## src/rtl/bytes_screen_decoder.sv

```systemverilog
// Bytes-screen receive parser: locks onto "WAVWID"/"OSCIDX"/"WAVDAT" frames and strobes out 16-bit samples.
// Optional inter-byte timeout abort is built when BYTES_SCREEN_DECODER_TIMEOUT_EN is defined.
module bytes_screen_decoder #(
    parameter int  TIMEOUT_CYCLES  = 1_000_000,
    localparam int NUM_OSCILLATORS = 4,
    localparam int WW_WIDTH        = 18,
    localparam int SAMPLE_WIDTH    = 16
) (
    input  logic                                    clk_in,
    input  logic                                    rst_in,
    input  logic                                    rx_valid_in,
    input  logic [7:0]                              rx_byte_in,
    output logic [WW_WIDTH-1:0]                     wave_width_out,
    output logic [NUM_OSCILLATORS-1:0][WW_WIDTH-1:0] osc_indices_out,
    output logic                                    sample_valid_out,
    output logic [WW_WIDTH-1:0]                     sample_index_out,
    output logic [SAMPLE_WIDTH-1:0]                 sample_data_out,
    output logic                                    frame_done_out,
    output logic                                    frame_error_out,
    output logic [7:0]                              error_count_out
);

    localparam logic [2:0] S_HUNT    = 3'd0;
    localparam logic [2:0] S_WW      = 3'd1;
    localparam logic [2:0] S_OSC_HDR = 3'd2;
    localparam logic [2:0] S_OSC     = 3'd3;
    localparam logic [2:0] S_DAT_HDR = 3'd4;
    localparam logic [2:0] S_DAT     = 3'd5;
    localparam logic [2:0] S_DONE    = 3'd6;

    localparam logic [47:0] WAVWID_STR = "WAVWID";
    localparam logic [47:0] OSCIDX_STR = "OSCIDX";
    localparam logic [47:0] WAVDAT_STR = "WAVDAT";

    logic [2:0]                               state;
    logic [47:0]                              window;
    logic [47:0]                              win_next;
    logic [2:0]                               hdr_cnt;
    logic [1:0]                               pos;
    logic [1:0]                               fld;
    logic [7:0]                               samp_hi;
    logic [WW_WIDTH-1:0]                      samp_cnt;
    logic [WW_WIDTH-1:0]                      stg_width;
    logic [NUM_OSCILLATORS-1:0][WW_WIDTH-1:0] stg_osc;
    logic [7:0]                               exp_byte;
    logic                                     hdr_bad;
    logic                                     fld_bad;
    logic                                     tmo_hit;

    // Header strings are stored first-character-in-MSB; byte i of the header.
    function automatic logic [7:0] hdr_byte(input logic [47:0] s, input logic [2:0] i);
        logic [47:0] t;
        t = s << {i, 3'b000};
        return t[47:40];
    endfunction

    always_comb begin
        exp_byte = 8'h00;
        case (state)
            S_OSC_HDR: exp_byte = hdr_byte(OSCIDX_STR, hdr_cnt);
            S_DAT_HDR: exp_byte = hdr_byte(WAVDAT_STR, hdr_cnt);
            default:   exp_byte = 8'h00;
        endcase
        hdr_bad  = rx_valid_in && (state == S_OSC_HDR || state == S_DAT_HDR) && (rx_byte_in != exp_byte);
        fld_bad  = rx_valid_in && (state == S_WW || state == S_OSC) && (pos == 2'd0) && (rx_byte_in[7:2] != 6'd0);
        win_next = {window[39:0], rx_byte_in};
    end

`ifdef BYTES_SCREEN_DECODER_TIMEOUT_EN
    localparam int TW = $clog2(TIMEOUT_CYCLES + 1);
    logic [TW-1:0] tmo_cnt;

    // An arriving byte on the limit cycle wins over the timeout.
    assign tmo_hit = (state != S_HUNT) && !rx_valid_in && (tmo_cnt == TW'(TIMEOUT_CYCLES - 1));

    always_ff @(posedge clk_in or negedge rst_in) begin
        if (!rst_in) begin
            tmo_cnt <= '0;
        end else if (state == S_HUNT || rx_valid_in || tmo_hit) begin
            tmo_cnt <= '0;
        end else begin
            tmo_cnt <= tmo_cnt + TW'(1);
        end
    end
`else
    assign tmo_hit = 1'b0;
`endif

    always_ff @(posedge clk_in or negedge rst_in) begin
        if (!rst_in) begin
            state            <= S_HUNT;
            window           <= '0;
            hdr_cnt          <= '0;
            pos              <= '0;
            fld              <= '0;
            samp_hi          <= '0;
            samp_cnt         <= '0;
            stg_width        <= '0;
            stg_osc          <= '0;
            wave_width_out   <= '0;
            osc_indices_out  <= '0;
            sample_valid_out <= 1'b0;
            sample_index_out <= '0;
            sample_data_out  <= '0;
            frame_done_out   <= 1'b0;
            frame_error_out  <= 1'b0;
            error_count_out  <= '0;
        end else begin
            sample_valid_out <= 1'b0;
            frame_done_out   <= 1'b0;
            frame_error_out  <= 1'b0;
            if (hdr_bad || fld_bad || tmo_hit) begin
                frame_error_out <= 1'b1;
                if (error_count_out != 8'hFF) error_count_out <= error_count_out + 8'd1;
                state    <= S_HUNT;
                // A mismatching header byte may itself start the next "WAVWID".
                window   <= hdr_bad ? {40'd0, rx_byte_in} : 48'd0;
                hdr_cnt  <= '0;
                pos      <= '0;
                fld      <= '0;
                samp_cnt <= '0;
            end else begin
                case (state)
                    S_HUNT: if (rx_valid_in) begin
                        if (win_next == WAVWID_STR) begin
                            state  <= S_WW;
                            window <= '0;
                            pos    <= '0;
                        end else begin
                            window <= win_next;
                        end
                    end
                    S_WW: if (rx_valid_in) begin
                        stg_width <= {stg_width[9:0], rx_byte_in};
                        if (pos == 2'd2) begin
                            pos     <= '0;
                            hdr_cnt <= '0;
                            state   <= S_OSC_HDR;
                        end else begin
                            pos <= pos + 2'd1;
                        end
                    end
                    S_OSC_HDR: if (rx_valid_in) begin
                        if (hdr_cnt == 3'd5) begin
                            hdr_cnt <= '0;
                            pos     <= '0;
                            fld     <= '0;
                            state   <= S_OSC;
                        end else begin
                            hdr_cnt <= hdr_cnt + 3'd1;
                        end
                    end
                    S_OSC: if (rx_valid_in) begin
                        stg_osc[fld] <= {stg_osc[fld][9:0], rx_byte_in};
                        if (pos == 2'd2) begin
                            pos <= '0;
                            if (fld == 2'd3) begin
                                fld     <= '0;
                                hdr_cnt <= '0;
                                state   <= S_DAT_HDR;
                            end else begin
                                fld <= fld + 2'd1;
                            end
                        end else begin
                            pos <= pos + 2'd1;
                        end
                    end
                    S_DAT_HDR: if (rx_valid_in) begin
                        if (hdr_cnt == 3'd5) begin
                            hdr_cnt  <= '0;
                            pos      <= '0;
                            samp_cnt <= '0;
                            state    <= (stg_width == '0) ? S_DONE : S_DAT;
                        end else begin
                            hdr_cnt <= hdr_cnt + 3'd1;
                        end
                    end
                    S_DAT: if (rx_valid_in) begin
                        if (!pos[0]) begin
                            samp_hi <= rx_byte_in;
                            pos     <= 2'd1;
                        end else begin
                            pos              <= '0;
                            sample_valid_out <= 1'b1;
                            sample_index_out <= samp_cnt;
                            sample_data_out  <= {samp_hi, rx_byte_in};
                            if (samp_cnt == stg_width - 18'd1) begin
                                samp_cnt <= '0;
                                state    <= S_DONE;
                            end else begin
                                samp_cnt <= samp_cnt + 18'd1;
                            end
                        end
                    end
                    S_DONE: begin
                        wave_width_out  <= stg_width;
                        osc_indices_out <= stg_osc;
                        frame_done_out  <= 1'b1;
                        state           <= S_HUNT;
                        if (rx_valid_in) window <= {40'd0, rx_byte_in};
                    end
                    default: state <= S_HUNT;
                endcase
            end
        end
    end

endmodule

```

## config.mk

```make
export PLATFORM = sky130hd
export DESIGN_NAME = bytes_screen_decoder
export DESIGN_NICKNAME = d
export VERILOG_FILES = /design/src/rtl/bytes_screen_decoder.sv
export SDC_FILE = /design/constraint.sdc
export NUM_CORES = 1
export LEC_CHECK = 0
export CAP_MARGIN = 20
export CORE_UTILIZATION = 57
export CTS_CLUSTER_SIZE = 30
export DETAILED_ROUTE_END_ITERATION = 12
export PLACE_DENSITY = 0.81
export SYNTH_ARGS = -nofsm -noshare
export SYNTH_HDL_FRONTEND = slang
export SYNTH_SLANG_ARGS = --single-unit
export TNS_END_PERCENT = 5
```

## constraint.sdc

```tcl
create_clock -name clk_in -period 4.5 [get_ports clk_in]
set_clock_uncertainty 0.1 [all_clocks]
set_input_delay 0.45 -clock clk_in [delete_from_list [all_inputs] [get_ports clk_in]]
set_output_delay 0.45 -clock clk_in [all_outputs]
set_load 0.01 [all_outputs]
```

==> results.md <==
- Number of antenna diodes: 0
- Initial drt markers: 854
- GRT Total Usage: 0.286
- Final wirelength: 33.6 mm
- Min-delay worst type: reg2reg
- Fin Setup TNS: 0 ns
- Core Area: 0.0229 mm²
- Antenna violations before repair: 0
- Worst EP required: 4.87 ns
- Global-route wire length before repair: 54.3 mm
- Fmax: between 0.2 and 0.3 GHz
- Cell Area, Synth: between 0.01 and 0.015 mm²
- Maxcap violations: 0
- CTS sink count: around 300
- Unrepaired setup endpoints after global routing: no
- Detail Placement HPWL: ~22 mm
- Rel. slew slack: 0.332
- Avg Inst Size Synth: 10.0 µm²
- Comb pwr share: 0.325
- Prevailing post-synth register cell: dfrtp_1
- Crit start category: register
- Post-synth EDFFs: 0
- IO Count: 146
- Sw frac: 0.356
- Final worst slack: 0.663 ns
- Die height: 156 µm
- Die area: 0.0243 mm²
- Sequential-to-total area share from yosys stat: 0.558
- WP data arrival: 4.21 ns
- Most frequent cells in the layout: 420 x nand2_1, 301 x dfrtp_1, 144 x clkdlybuf4s50_1
- Fin crit period: around 3.8 ns
- Die X: 156 µm
- Wire per inst: 18.7 µm
- Port Buffers: around 150
- Worst slew pin tran: roughly 1 ns
- #FFs+latches synth: about 300
- Fin. Hold Viols: 0
- Reg power frac: 0.416
- Residual DRC: 0
- CTS tree: yes
- Nets: 1486
- Lkg Pwr: between 0.007 and 0.008 µW
- Dpl ws: 0.763 ns
- Clk Tree Root Cell: clkbuf_16
- Most common cell after layout, fill and taps aside: nand2_1
- Max FO, Critical Path: 15
- Pin count of the biggest net entering global routing: 108
- # rows: 55
- Sw Pwr: 3610 µW
- Syn-to-layout area delta: 20.4%
- Initial Util: 0.589
- Vias: 10355
- Endpoint type of the worst setup path: register
- Vias in the first global route: 10080
- Worst VDD drop: 371 µV
- Clock network power share: 0.259
- H-tree levels: 1
- Gr ovfl total: 0
- Status: finished clean
- Vias per cell: around 5.8
- Post-synth cell types: 77
- Yosys warns: 0
- Tot Pwr: 10100 µW
- Reg clk slew, reported paths: 0.06 ns
- Layout cells sized above 1: 0.126
- CTS Buf Count: 30
- Setup violators final: 0
- Max Slew Vio Count: 0
- Max Root-Sink Buffers: 3
- Final worst path period share: 0.853
- Syn_nets: 1367
- Power per cell area: between 600 and 700 mW/mm²
- Detailed Routing Iterations Pass 1: 6
- Worst skew pair latency: around 0.56 ns
- Cell Int Power: between 6000 and 7000 µW
- Antenna Violating Nets Remaining: 0
- Post-Synthesis Cells: 1345
- Ys async rst share: 1.00
- Crit Path Class: reg2reg
- RD Place Congestion: slightly below 0.9
[synth_stat cells, types with 3 or more instances]
cell        n  area [µm²]
a211oi_1   10        75.1
a21o_1      5        37.5
a21oi_1    18        90.1
a31oi_1     8        50.1
and2_1      5        31.3
and3_1      7        43.8
buf_1       6        22.5
buf_2      13        65.1
clkbuf_1   54         203
clkinv_1    3        11.3
dfrtp_1   301        7530
ha_1       11         138
inv_1      37         139
mux2_2     70         788
mux2i_1     5        50.1
mux4_2     10         225
nand2_1   420        1580
nand2b_1   10        62.6
nand3_1    23         115
nand3b_1    5        37.5
nand4_1    30         188
nor2_1     25        93.8
nor2_2     11        68.8
nor2b_1     5        31.3
nor3_1      9        45.0
nor4_1     11        68.8
nor4bb_1    3        30.0
o21ai_0    99         495
o31ai_1    22         165
o32ai_1     4        35.0
or3_1       3        18.8
or4_1       3        22.5
xnor2_1    28         245
xor2_1     12         105
[metrics by stage]
| step | area [µm²] | std cells | hold slack (ns) | utilization |
|---|---|---|---|---|
| floorplan | 13500 | 1345 | 0.0544 | - |
| global placement | 15200 | 1744 | 0.341 | 0.664 |
| detailed placement | 15200 | 1744 | 0.349 | 0.664 |
| CTS | 16300 | 1800 | 0.361 | 0.710 |
| global route | 16300 | 1800 | 0.389 | 0.710 |
| finish | 16300 | 1800 | 0.363 | 0.710 |
[path summary, 6_finish.rpt]
| path | start | endpoint | slack [ns] | cells past startpoint |
|---|---|---|---|---|
| setup / recovery | state[2] | samp_cnt[15] | 0.66 | 11 |
| setup reg to reg | state[2] | samp_cnt[15] | 0.66 | 11 |
| min in group asynchronous | rst_in | sample_data_out[5] | 0.45 | 2 |
| max in group asynchronous | rst_in | window[4] | 2.82 | 3 |
| hold reg to reg | stg_osc[32] | osc_indices_out[32] | 0.36 | 2 |
| hold / removal | stg_osc[32] | osc_indices_out[32] | 0.36 | 2 |
[sequential cells by signal, summed over array words and instances, names as in the netlist, 3 cells and up]
name	count
window	40
wave_width_out	18
stg_osc	72
hdr_cnt	3
samp_hi	8
osc_indices_out	72
sample_data_out	16
sample_index_out	18
stg_width	18
error_count_out	8
state	3
samp_cnt	18
[logic make-up after synthesis]
kind of cell	synth area share
simple gates	0.198
flops	0.558
compound gates	0.0910
buf+inv	0.0359
mux	0.0799
xor+xnor	0.0271
fa+ha+maj	0.0102
[layout make-up]
cell class	count	area [µm²]
clock inverters	19	243
fillers	1649	6650
inverters	42	158
repair buffers	163	1630
flip-flops and latches	301	7530
multi-input cells	926	5510
well taps	313	392
clock buffers	36	803
[critical path, cell delays in order (launching register included)]
cell	delay, ns
dfrtp_1	0.63
nand2b_1	0.20
nor2_1	0.34
ha_1	0.25
nor2b_1	0.10
a2111oi_2	0.34
and4b_1	0.23
a211o_1	0.33
a31o_2	0.24
and2_1	0.30
or4_1	0.56
a21oi_1	0.16
[layer usage]
layer	vias up	wire length, µm	track usage
met3	77	2060	0.0378
met1	5109	14700	0.408
li1	4800	-	-
met2	369	15700	0.452
met4	0	1110	0.101
met5	-	0	0
[timing repair]
| action | in CTS | in global routing |
|---|---|---|
| endpoints found under the hold margin | 105 | 0 |
| buffers inserted | 0 | 0 |
| hold buffers | 1 | 0 |
| gates resized for setup | 0 | 0 |
[power by group through the flow]
stage	combinational [µW]	sequential, µW	clock, µW
2_1_floorplan	2080	4080	0
3_3_place_gp	3160	4210	0
3_5_place_dp	3270	4240	0
4_1_cts	3300	4200	2650
5_1_grt	3630	4320	2760
6_report	3300	4220	2630
(Power assumes the default switching activity.)
